===== src/rtl/control_sequencer_pkg.sv =====
// Shared definitions for the fetch/execute control sequencer: state
// encoding, opcode classes, the bundled control word and its idle value.
package cpu_ctrl_pkg;

    typedef enum logic [1:0] {
        FETCH = 2'd0,
        EXEC  = 2'd1,
        HALT  = 2'd2
    } seq_state_t;

    localparam logic [1:0] OP_MOV = 2'b00;
    localparam logic [1:0] OP_LDI = 2'b01;
    localparam logic [1:0] OP_ALU = 2'b10;
    localparam logic [1:0] OP_SYS = 2'b11;

    localparam logic [7:0] HALT_OPCODE = 8'hC0;

    localparam logic [2:0] DEFAULT_PC_SEL  = 3'd0;
    localparam logic [2:0] DEFAULT_ACC_SEL = 3'd0;

    // Every strobe and select the sequencer drives, kept together so the
    // idle value and the reset gating are expressed once.
    typedef struct packed {
        logic       mem_read_bar;
        logic       alu_assert_bar;
        logic       addr_assert_bar;
        logic       addr_load_bar;
        logic       addr_inc;
        logic [2:0] addr_assert_sel;
        logic [2:0] addr_load_sel;
        logic [2:0] addr_inc_sel;
        logic       main_assert_bar;
        logic       main_load_bar;
        logic       lhs_assert_bar;
        logic       rhs_assert_bar;
        logic [2:0] main_assert_sel;
        logic [2:0] main_load_sel;
        logic [2:0] lhs_assert_sel;
        logic [2:0] rhs_assert_sel;
        logic       halted;
    } ctrl_t;

    localparam ctrl_t CTRL_IDLE = '{
        mem_read_bar:    1'b1,
        alu_assert_bar:  1'b1,
        addr_assert_bar: 1'b1,
        addr_load_bar:   1'b1,
        addr_inc:        1'b0,
        addr_assert_sel: 3'd0,
        addr_load_sel:   3'd0,
        addr_inc_sel:    3'd0,
        main_assert_bar: 1'b1,
        main_load_bar:   1'b1,
        lhs_assert_bar:  1'b1,
        rhs_assert_bar:  1'b1,
        main_assert_sel: 3'd0,
        main_load_sel:   3'd0,
        lhs_assert_sel:  3'd0,
        rhs_assert_sel:  3'd0,
        halted:          1'b0
    };

    function automatic logic [1:0] op_class(input logic [7:0] ir);
        return ir[7:6];
    endfunction

endpackage


===== src/rtl/control_sequencer_if.sv =====
// Bus and register-file control lines between the sequencer (master) and
// the datapath/memory it steers (slave).
interface control_sequencer_if;

    logic [7:0] MAIN_BUS;
    logic       MEM_READY;
    logic       MEM_READ_bar;
    logic       ALU_ASSERT_bar;
    logic       ADDR_ASSERT_bar;
    logic       ADDR_LOAD_bar;
    logic       ADDR_INC;
    logic [2:0] ADDR_ASSERT_SEL;
    logic [2:0] ADDR_LOAD_SEL;
    logic [2:0] ADDR_INC_SEL;
    logic       MAIN_ASSERT_bar;
    logic       MAIN_LOAD_bar;
    logic       LHS_ASSERT_bar;
    logic       RHS_ASSERT_bar;
    logic [2:0] MAIN_ASSERT_SEL;
    logic [2:0] MAIN_LOAD_SEL;
    logic [2:0] LHS_ASSERT_SEL;
    logic [2:0] RHS_ASSERT_SEL;
    logic       HALTED;

    modport master (
        input  MAIN_BUS, MEM_READY,
        output MEM_READ_bar, ALU_ASSERT_bar,
        output ADDR_ASSERT_bar, ADDR_LOAD_bar, ADDR_INC,
        output ADDR_ASSERT_SEL, ADDR_LOAD_SEL, ADDR_INC_SEL,
        output MAIN_ASSERT_bar, MAIN_LOAD_bar, LHS_ASSERT_bar, RHS_ASSERT_bar,
        output MAIN_ASSERT_SEL, MAIN_LOAD_SEL, LHS_ASSERT_SEL, RHS_ASSERT_SEL,
        output HALTED
    );

    modport slave (
        output MAIN_BUS, MEM_READY,
        input  MEM_READ_bar, ALU_ASSERT_bar,
        input  ADDR_ASSERT_bar, ADDR_LOAD_bar, ADDR_INC,
        input  ADDR_ASSERT_SEL, ADDR_LOAD_SEL, ADDR_INC_SEL,
        input  MAIN_ASSERT_bar, MAIN_LOAD_bar, LHS_ASSERT_bar, RHS_ASSERT_bar,
        input  MAIN_ASSERT_SEL, MAIN_LOAD_SEL, LHS_ASSERT_SEL, RHS_ASSERT_SEL,
        input  HALTED
    );

endinterface


===== src/rtl/control_sequencer_decode.sv =====
// Combinational decoder: turns the current state, the latched opcode and
// MEM_READY into the full control word and the next sequencer state.
module instr_decode
    import cpu_ctrl_pkg::*;
#(
    parameter logic [2:0] PC_SEL  = DEFAULT_PC_SEL,
    parameter logic [2:0] ACC_SEL = DEFAULT_ACC_SEL
) (
    input  seq_state_t state,
    input  logic [7:0] ir,
    input  logic       mem_ready,
    output ctrl_t      ctrl,
    output seq_state_t next_state,
    output logic       ir_load
);

    // Start from the all-idle control word and raise only the strobes the
    // current step needs, so at most one source ever drives MAIN_BUS.
    always_comb begin
        ctrl       = CTRL_IDLE;
        next_state = state;
        ir_load    = 1'b0;
        case (state)
            FETCH: begin
                ctrl.addr_assert_bar = 1'b0;
                ctrl.addr_assert_sel = PC_SEL;
                ctrl.mem_read_bar    = 1'b0;
                if (mem_ready) begin
                    ctrl.addr_inc     = 1'b1;
                    ctrl.addr_inc_sel = PC_SEL;
                    ir_load           = 1'b1;
                    next_state        = EXEC;
                end
            end
            EXEC: begin
                case (op_class(ir))
                    OP_MOV: begin
                        ctrl.main_assert_bar = 1'b0;
                        ctrl.main_assert_sel = ir[2:0];
                        ctrl.main_load_bar   = 1'b0;
                        ctrl.main_load_sel   = ir[5:3];
                        next_state           = FETCH;
                    end
                    OP_ALU: begin
                        ctrl.lhs_assert_bar = 1'b0;
                        ctrl.lhs_assert_sel = ir[5:3];
                        ctrl.rhs_assert_bar = 1'b0;
                        ctrl.rhs_assert_sel = ir[2:0];
                        ctrl.alu_assert_bar = 1'b0;
                        ctrl.main_load_bar  = 1'b0;
                        ctrl.main_load_sel  = ACC_SEL;
                        next_state          = FETCH;
                    end
                    OP_LDI: begin
                        ctrl.addr_assert_bar = 1'b0;
                        ctrl.addr_assert_sel = PC_SEL;
                        ctrl.mem_read_bar    = 1'b0;
                        if (mem_ready) begin
                            ctrl.main_load_bar = 1'b0;
                            ctrl.main_load_sel = ir[5:3];
                            ctrl.addr_inc      = 1'b1;
                            ctrl.addr_inc_sel  = PC_SEL;
                            next_state         = FETCH;
                        end
                    end
                    default: begin
                        next_state = (ir == HALT_OPCODE) ? HALT : FETCH;
                    end
                endcase
            end
            HALT: begin
                ctrl.halted = 1'b1;
            end
            default: begin
                next_state = FETCH;
            end
        endcase
    end

endmodule


===== src/rtl/control_sequencer.sv =====
// Fetch/execute sequencer top: holds the state and instruction registers
// and forces every control line idle while reset is asserted.
module control_sequencer
    import cpu_ctrl_pkg::*;
#(
    parameter int         DELAY_RISE = 0,
    parameter int         DELAY_FALL = 0,
    parameter logic [2:0] PC_SEL     = DEFAULT_PC_SEL,
    parameter logic [2:0] ACC_SEL    = DEFAULT_ACC_SEL
) (
    input  logic                 CLK,
    input  logic                 RST_bar,
    control_sequencer_if.master  bus
);

    seq_state_t state_q;
    seq_state_t state_d;
    logic [7:0] ir_q;
    ctrl_t      dec_ctrl;
    ctrl_t      ctrl;
    logic       ir_load;

    // Output delays describe board-level timing only; the synthesized
    // control path is zero-delay, so nonzero values add no logic here.
    if (DELAY_RISE != 0 || DELAY_FALL != 0) begin : g_board_delay
    end

    instr_decode #(
        .PC_SEL  (PC_SEL),
        .ACC_SEL (ACC_SEL)
    ) u_decode (
        .state      (state_q),
        .ir         (ir_q),
        .mem_ready  (bus.MEM_READY),
        .ctrl       (dec_ctrl),
        .next_state (state_d),
        .ir_load    (ir_load)
    );

    // State and opcode registers; reset aborts any instruction in flight.
    always_ff @(posedge CLK or negedge RST_bar) begin
        if (!RST_bar) begin
            state_q <= FETCH;
            ir_q    <= 8'h00;
        end else begin
            state_q <= state_d;
            if (ir_load) begin
                ir_q <= bus.MAIN_BUS;
            end
        end
    end

    // Reset overrides the decoder combinationally so no strobe leaks out
    // while RST_bar is low, even though the state already reads FETCH.
    assign ctrl = RST_bar ? dec_ctrl : CTRL_IDLE;

    assign bus.MEM_READ_bar    = ctrl.mem_read_bar;
    assign bus.ALU_ASSERT_bar  = ctrl.alu_assert_bar;
    assign bus.ADDR_ASSERT_bar = ctrl.addr_assert_bar;
    assign bus.ADDR_LOAD_bar   = ctrl.addr_load_bar;
    assign bus.ADDR_INC        = ctrl.addr_inc;
    assign bus.ADDR_ASSERT_SEL = ctrl.addr_assert_sel;
    assign bus.ADDR_LOAD_SEL   = ctrl.addr_load_sel;
    assign bus.ADDR_INC_SEL    = ctrl.addr_inc_sel;
    assign bus.MAIN_ASSERT_bar = ctrl.main_assert_bar;
    assign bus.MAIN_LOAD_bar   = ctrl.main_load_bar;
    assign bus.LHS_ASSERT_bar  = ctrl.lhs_assert_bar;
    assign bus.RHS_ASSERT_bar  = ctrl.rhs_assert_bar;
    assign bus.MAIN_ASSERT_SEL = ctrl.main_assert_sel;
    assign bus.MAIN_LOAD_SEL   = ctrl.main_load_sel;
    assign bus.LHS_ASSERT_SEL  = ctrl.lhs_assert_sel;
    assign bus.RHS_ASSERT_SEL  = ctrl.rhs_assert_sel;
    assign bus.HALTED          = ctrl.halted;

endmodule


===== src/flat_wrapper.sv =====
// flat-port wrapper written by rule: the top's interface ports become plain ports
module control_sequencer_flat import cpu_ctrl_pkg::*;
#(
    parameter int         DELAY_RISE = 0,
    parameter int         DELAY_FALL = 0,
    parameter logic [2:0] PC_SEL     = DEFAULT_PC_SEL,
    parameter logic [2:0] ACC_SEL    = DEFAULT_ACC_SEL
)
  (CLK, RST_bar, bus_MAIN_BUS, bus_MEM_READY, bus_MEM_READ_bar, bus_ALU_ASSERT_bar, bus_ADDR_ASSERT_bar, bus_ADDR_LOAD_bar, bus_ADDR_INC, bus_ADDR_ASSERT_SEL, bus_ADDR_LOAD_SEL, bus_ADDR_INC_SEL, bus_MAIN_ASSERT_bar, bus_MAIN_LOAD_bar, bus_LHS_ASSERT_bar, bus_RHS_ASSERT_bar, bus_MAIN_ASSERT_SEL, bus_MAIN_LOAD_SEL, bus_LHS_ASSERT_SEL, bus_RHS_ASSERT_SEL, bus_HALTED);
  control_sequencer_if bus_i ();
  input  logic CLK;
  input  logic RST_bar;
  input wire logic [$bits(bus_i.MAIN_BUS)-1:0] bus_MAIN_BUS;
  input wire logic [$bits(bus_i.MEM_READY)-1:0] bus_MEM_READY;
  output wire logic [$bits(bus_i.MEM_READ_bar)-1:0] bus_MEM_READ_bar;
  output wire logic [$bits(bus_i.ALU_ASSERT_bar)-1:0] bus_ALU_ASSERT_bar;
  output wire logic [$bits(bus_i.ADDR_ASSERT_bar)-1:0] bus_ADDR_ASSERT_bar;
  output wire logic [$bits(bus_i.ADDR_LOAD_bar)-1:0] bus_ADDR_LOAD_bar;
  output wire logic [$bits(bus_i.ADDR_INC)-1:0] bus_ADDR_INC;
  output wire logic [$bits(bus_i.ADDR_ASSERT_SEL)-1:0] bus_ADDR_ASSERT_SEL;
  output wire logic [$bits(bus_i.ADDR_LOAD_SEL)-1:0] bus_ADDR_LOAD_SEL;
  output wire logic [$bits(bus_i.ADDR_INC_SEL)-1:0] bus_ADDR_INC_SEL;
  output wire logic [$bits(bus_i.MAIN_ASSERT_bar)-1:0] bus_MAIN_ASSERT_bar;
  output wire logic [$bits(bus_i.MAIN_LOAD_bar)-1:0] bus_MAIN_LOAD_bar;
  output wire logic [$bits(bus_i.LHS_ASSERT_bar)-1:0] bus_LHS_ASSERT_bar;
  output wire logic [$bits(bus_i.RHS_ASSERT_bar)-1:0] bus_RHS_ASSERT_bar;
  output wire logic [$bits(bus_i.MAIN_ASSERT_SEL)-1:0] bus_MAIN_ASSERT_SEL;
  output wire logic [$bits(bus_i.MAIN_LOAD_SEL)-1:0] bus_MAIN_LOAD_SEL;
  output wire logic [$bits(bus_i.LHS_ASSERT_SEL)-1:0] bus_LHS_ASSERT_SEL;
  output wire logic [$bits(bus_i.RHS_ASSERT_SEL)-1:0] bus_RHS_ASSERT_SEL;
  output wire logic [$bits(bus_i.HALTED)-1:0] bus_HALTED;
  assign bus_i.MAIN_BUS = bus_MAIN_BUS;
  assign bus_i.MEM_READY = bus_MEM_READY;
  assign bus_MEM_READ_bar = bus_i.MEM_READ_bar;
  assign bus_ALU_ASSERT_bar = bus_i.ALU_ASSERT_bar;
  assign bus_ADDR_ASSERT_bar = bus_i.ADDR_ASSERT_bar;
  assign bus_ADDR_LOAD_bar = bus_i.ADDR_LOAD_bar;
  assign bus_ADDR_INC = bus_i.ADDR_INC;
  assign bus_ADDR_ASSERT_SEL = bus_i.ADDR_ASSERT_SEL;
  assign bus_ADDR_LOAD_SEL = bus_i.ADDR_LOAD_SEL;
  assign bus_ADDR_INC_SEL = bus_i.ADDR_INC_SEL;
  assign bus_MAIN_ASSERT_bar = bus_i.MAIN_ASSERT_bar;
  assign bus_MAIN_LOAD_bar = bus_i.MAIN_LOAD_bar;
  assign bus_LHS_ASSERT_bar = bus_i.LHS_ASSERT_bar;
  assign bus_RHS_ASSERT_bar = bus_i.RHS_ASSERT_bar;
  assign bus_MAIN_ASSERT_SEL = bus_i.MAIN_ASSERT_SEL;
  assign bus_MAIN_LOAD_SEL = bus_i.MAIN_LOAD_SEL;
  assign bus_LHS_ASSERT_SEL = bus_i.LHS_ASSERT_SEL;
  assign bus_RHS_ASSERT_SEL = bus_i.RHS_ASSERT_SEL;
  assign bus_HALTED = bus_i.HALTED;
  control_sequencer #(.DELAY_RISE(DELAY_RISE), .DELAY_FALL(DELAY_FALL), .PC_SEL(PC_SEL), .ACC_SEL(ACC_SEL)) u_core (.CLK(CLK), .RST_bar(RST_bar), .bus(bus_i));
endmodule

===== config.mk =====
export PLATFORM = sky130hd
export DESIGN_NAME = control_sequencer_flat
export DESIGN_NICKNAME = d
export VERILOG_FILES = /design/src/rtl/control_sequencer_pkg.sv /design/src/rtl/control_sequencer_if.sv /design/src/rtl/control_sequencer_decode.sv /design/src/rtl/control_sequencer.sv /design/src/flat_wrapper.sv
export SDC_FILE = /design/constraint.sdc
export NUM_CORES = 1
export LEC_CHECK = 0
export CORE_MARGIN = 3
export CORE_UTILIZATION = 38
export CTS_CLUSTER_DIAMETER = 120
export DETAILED_ROUTE_END_ITERATION = 10
export PLACE_DENSITY = 0.82
export SYNTH_ARGS = -nofsm -noshare
export SYNTH_HDL_FRONTEND = slang
export SYNTH_SLANG_ARGS = --single-unit

===== constraint.sdc =====
create_clock -name CLK -period 2.1 [get_ports CLK]
set_clock_uncertainty 0.1 [all_clocks]
set_input_delay 0.42 -clock CLK [delete_from_list [all_inputs] [get_ports CLK]]
set_output_delay 0.42 -clock CLK [all_outputs]
set_load 0.01 [all_outputs]

== Word level (Yosys, flattened, before mapping) ==
Cells that the tools add are included.
Storage, ports and cells
  register bits after elaboration: 10
  output and inout bits: 31
Cells by class
  mux-type cells: 24
  bitwise operators: 1
  eq/ne operators: 7
  reductions and logical operators: 4
Operator list (number)
  $mux W31: 1
  $mux W16: 1
  $eq A8 B8 Y1 const B: 1
  $mux W1: 8
  $mux W2: 4
  $pmux W4 S2: 1
  $mux W3: 2
  $mux W6: 1
  $pmux W2 S3: 1
  $pmux W3 S2: 1
  $eq A2 B1 Y1 const B: 2
  $eq A2 B2 Y1 const B: 2
  $logic_not A2 Y1: 2
  $mux W4: 1
  $pmux W1 S2: 2
  $pmux W2 S2: 1
  $ne A3 B3 Y1 const B: 1
  $reduce_and A3 Y1: 1
  $ne A2 B2 Y1 const B: 1
  $reduce_or A2 Y1: 1
  $not A1 Y1: 1

== Longest topological paths before layout ==
  depth after elaboration: 5
  mapped depth: 5

== Cells and area by module ==
A second synthesis with hierarchy kept.
Second synthesis, totals
  cell total of the unflattened synthesis: 102
  area, all modules: 945.9 um^2
Modules (own cells, without submodules)
  control_sequencer: times used 1, area each 590.6 um^2, cells each 53, sequential area each 250.2 um^2
  instr_decode: times used 1, area each 355.3 um^2, cells each 49, sequential area each 0.0 um^2

== Worst setup path before layout ==
Ideal clock, no wire load.
  kind: register to output
  start: register u_core.state_q[1]
  end: output bus_LHS_ASSERT_bar
  cell stages (with the launch flop): 5
  path slack: 433 ps
  arrival: 1147 ps
  path through: dfrtp_1 -> nand3b_1 -> nor3_2 -> inv_1 -> buf_4
Between the ends
  longest elaborated chain between the ends: 3
Ends and longest elaborated chain
  start, declared: RTL line control_sequencer.sv:16  | seq_state_t state_q;
  start signal, assigned: RTL line control_sequencer.sv:46  | state_q <= state_d;
  $eq A2 B1 Y1: RTL line control_sequencer_decode.sv:23  | case (state)
  $mux W16: RTL line control_sequencer_decode.sv:23
  $mux W31: RTL line control_sequencer.sv:55  | assign ctrl = RST_bar ? dec_ctrl : CTRL_IDLE;
  end, declared: RTL line flat_wrapper.sv:25  | output wire logic [$bits(bus_i.LHS_ASSERT_bar)-1:0] bus_LHS_ASSERT_bar;
Every way passes these cells.

== Final worst setup path ==
  start: register u_core.state_q[1]
  end: output bus_MAIN_LOAD_SEL[0]
Between the ends
  longest elaborated chain between the ends: 3
Ends and longest elaborated chain
  $eq A2 B1 Y1: RTL line control_sequencer_decode.sv:23
  $mux W16: RTL line control_sequencer_decode.sv:23
  $mux W31: RTL line control_sequencer.sv:55
  end, declared: RTL line flat_wrapper.sv:28  | output wire logic [$bits(bus_i.MAIN_LOAD_SEL)-1:0] bus_MAIN_LOAD_SEL;
Every way passes these cells.

==> metrics.cfg <==
[timing]
drv_slew=0
hold_viol_final=0
fmax_ghz=0.467
setup_viol=1
setup_slack_ns=-0.0426
min_period_ns=2.14
rsz0062_at_grt=true
finalCritPeriodShare=1.02

[finish]
n_antenna_cell=0
nFillCells=129
drive_gt1_frac=0.434
layout_common_cells=conb_1 (10), buf_4 (10), dfrtp_1 (10), clkbuf_2 (9)
nNetsFinal=125
final_area_um2=1040
multi_input_area_um2=355
regArea_um2=250
area_delta_synth_final_pct=54.5

[grt]
grt.total_usage=0.166
grt_max_degree=14
grt_pass1_wl_um=2640
antenna_found_initial=0
grt_pass1_vias=591
overflow=0

[min_path]
min_path_type=in -> async

[logic_synthesis]
synth_cell_type_count=25
synthCells=72
synth_top_area_cell=dfrtp_1
synth_top_area_share=0.371
ys_ff_latch=10
yosys_warnings=0
syn_area_um2=674
yosys-top-cells-area=dfrtp_1 (37%), buf_4 (14%), and2_1 (11%)
syn_area_per_cell_um2=9.37
ys_seq_area_frac=0.371

[clocking]
cts_hold_buf=0
root_buffer=clkbuf_4
cts_tree=built
cts.path.max_buffers=2
cts-htree-levels=1
cts_buffers=3
path_clk_slew_ns=0.07
clk_latency_ns=0.27
numClockSinks=10

[placement]
hpwl_um=1230
post-place-ws_ns=-0.584
dpl_cell_area_um2=1000
gp_congestion=0.860
io_buffer_count=31

[floorplanning]
dieHeight_um=48.1
dieArea_um2=2320
core-area_um2=1590
rows=14
fp.dieW_um=48.1
start_util=0.423
io_pins=42

[status]
status=complete, but fails checks
violations=negative setup slack

[detailed_routing]
firstDrtPassIters=4
vias=649
ant_nets=0
routedWlPerCell_um=12.7
route.detailed.drc=0
drt-total-wl_um=1740
drt_iter0_drc=11
vias_per_cell=4.74

[worst_setup_path]
critical-path-max-stage-delay_ns=0.38
r2r-start=u_core.state_q[0]$_DFFE_PN0P_
crit_path_start=u_core.state_q[1]$_DFFE_PN0P_
path_cells=nand3b_1 -> nor3_2 -> buf_4 -> buf_6 -> and2_4 -> buf_6
cp-start-kind=flop
worst_setup_path_end_kind=output port
required_ns=1.58
cp.buffers_inverters=3
path_max_fanout=4
cpMaxStageDelayCell=dfrtp_1
crit_family=simple AND/OR/NAND/NOR gates
crit_top_cell=buf_6
critPathArrivalTime_ns=1.62
critPathKind=reg -> out

[power_and_ir_drop]
p_sw_frac=0.317
seqPwrFrac=0.396
clock_power_share=0.273
p_int_mw=0.454
p_leak_nw=0.517
ir_worst_vdd_mv=0.448
p_switching_mw=0.211
p_per_area_nw_per_um2=638
p_comb_frac=0.331

[run]
maxCapViolCount=0

[cell usage after synthesis]
cell type and count:
nor4_1 1, nor2_1 1, nor3b_4 1, nor3_2 1, nor3_1 2, buf_4 13
and4_1 1, nor4b_1 1, nor3b_1 1, or2_2 1, conb_1 2, and2_1 12
nor2b_1 1, dfrtp_1 10, and2b_2 1, a21oi_1 1, mux2_2 6, nand3_1 1
a31oi_1 1, nand4_1 1, inv_1 5, nand2_1 2, nand3b_1 1, o21ai_0 4
clkbuf_2 1
[sequential cells by signal, indices dropped and copies added (netlist names)]
register        cells
u_core.ir_q         8
u_core.state_q      2
[kinds of logic (layout without fill, tap and decap cells)]
| family | count (synthesis) | count (layout) | share of synthesized area |
|---|---|---|---|
| AOI/OAI and AO/OA | 6 | 6 | 0.0464 |
| DFF | 10 | 10 | 0.371 |
| and+or+nand+nor | 29 | 29 | 0.291 |
| muxes | 6 | 6 | 0.100 |
| other | 2 | 10 | 0.0111 |
| buffers and inverters | 19 | 52 | 0.180 |
[power groups by stage]
stage               Clock [mW]  Combinational, mW  Sequential (mW)
detailed placement           0              0.205            0.266
finish                   0.182              0.220            0.263
global route             0.194              0.241            0.270
CTS                      0.184              0.211            0.260
floorplan                    0              0.127            0.254
global placement             0              0.201            0.264
[per-stage QoR]
step	instances	hold slack [ns]	power, mW	util	TNS [ns]
6_report	137	0.120	0.665	0.654	-0.0426
5_1_grt	137	0.120	0.705	0.654	-0.390
4_1_cts	137	0.108	0.654	0.658	0
3_5_place_dp	129	0.444	0.471	0.629	-8.07
3_3_place_gp	129	0.428	0.465	0.629	-7.06
2_1_floorplan	80	0.0244	0.381	-	0
[worst paths after layout]
check                                        endpoint  slack (ns)  cells past startpoint
max                              bus_MAIN_LOAD_SEL[0]       -0.04                      6
min                        u_core.ir_q[6]$_DFFE_PN0P_        0.12                      2
max reg2reg                u_core.ir_q[4]$_DFFE_PN0P_        0.61                      4
min reg2reg                u_core.ir_q[1]$_DFFE_PN0P_        0.46                      1
max in group asynchronous  u_core.ir_q[4]$_DFFE_PN0P_        1.65                      2
min in group CLK           u_core.ir_q[1]$_DFFE_PN0P_        0.46                      1
[cell type report]
| cell class | count | area share |
|---|---|---|
| repair buffers | 43 | 0.337 |
| flip-flops and latches | 10 | 0.240 |
| inverters | 5 | 0.0180 |
| clock buffers | 4 | 0.0348 |
| multi-input cells | 51 | 0.341 |
| well taps | 24 | 0.0288 |
[layer usage]
metal / up-vias / routed length, um / GRT usage
li1: 299 / - / -
met1: 302 / 654 / 0.188
met2: 46 / 877 / 0.290
met3: 2 / 184 / 0.0258
met4: 0 / 23 / 0.0968
met5: - / 0 / 0
[repair_timing]
action                                  4_1_cts  5_1_grt
gates resized for setup                      44       32
setup buffers                                 4        0
pin swaps                                     3        2
endpoints found under the setup margin       21       19
Note: power is estimated with default switching activity, not from simulation.
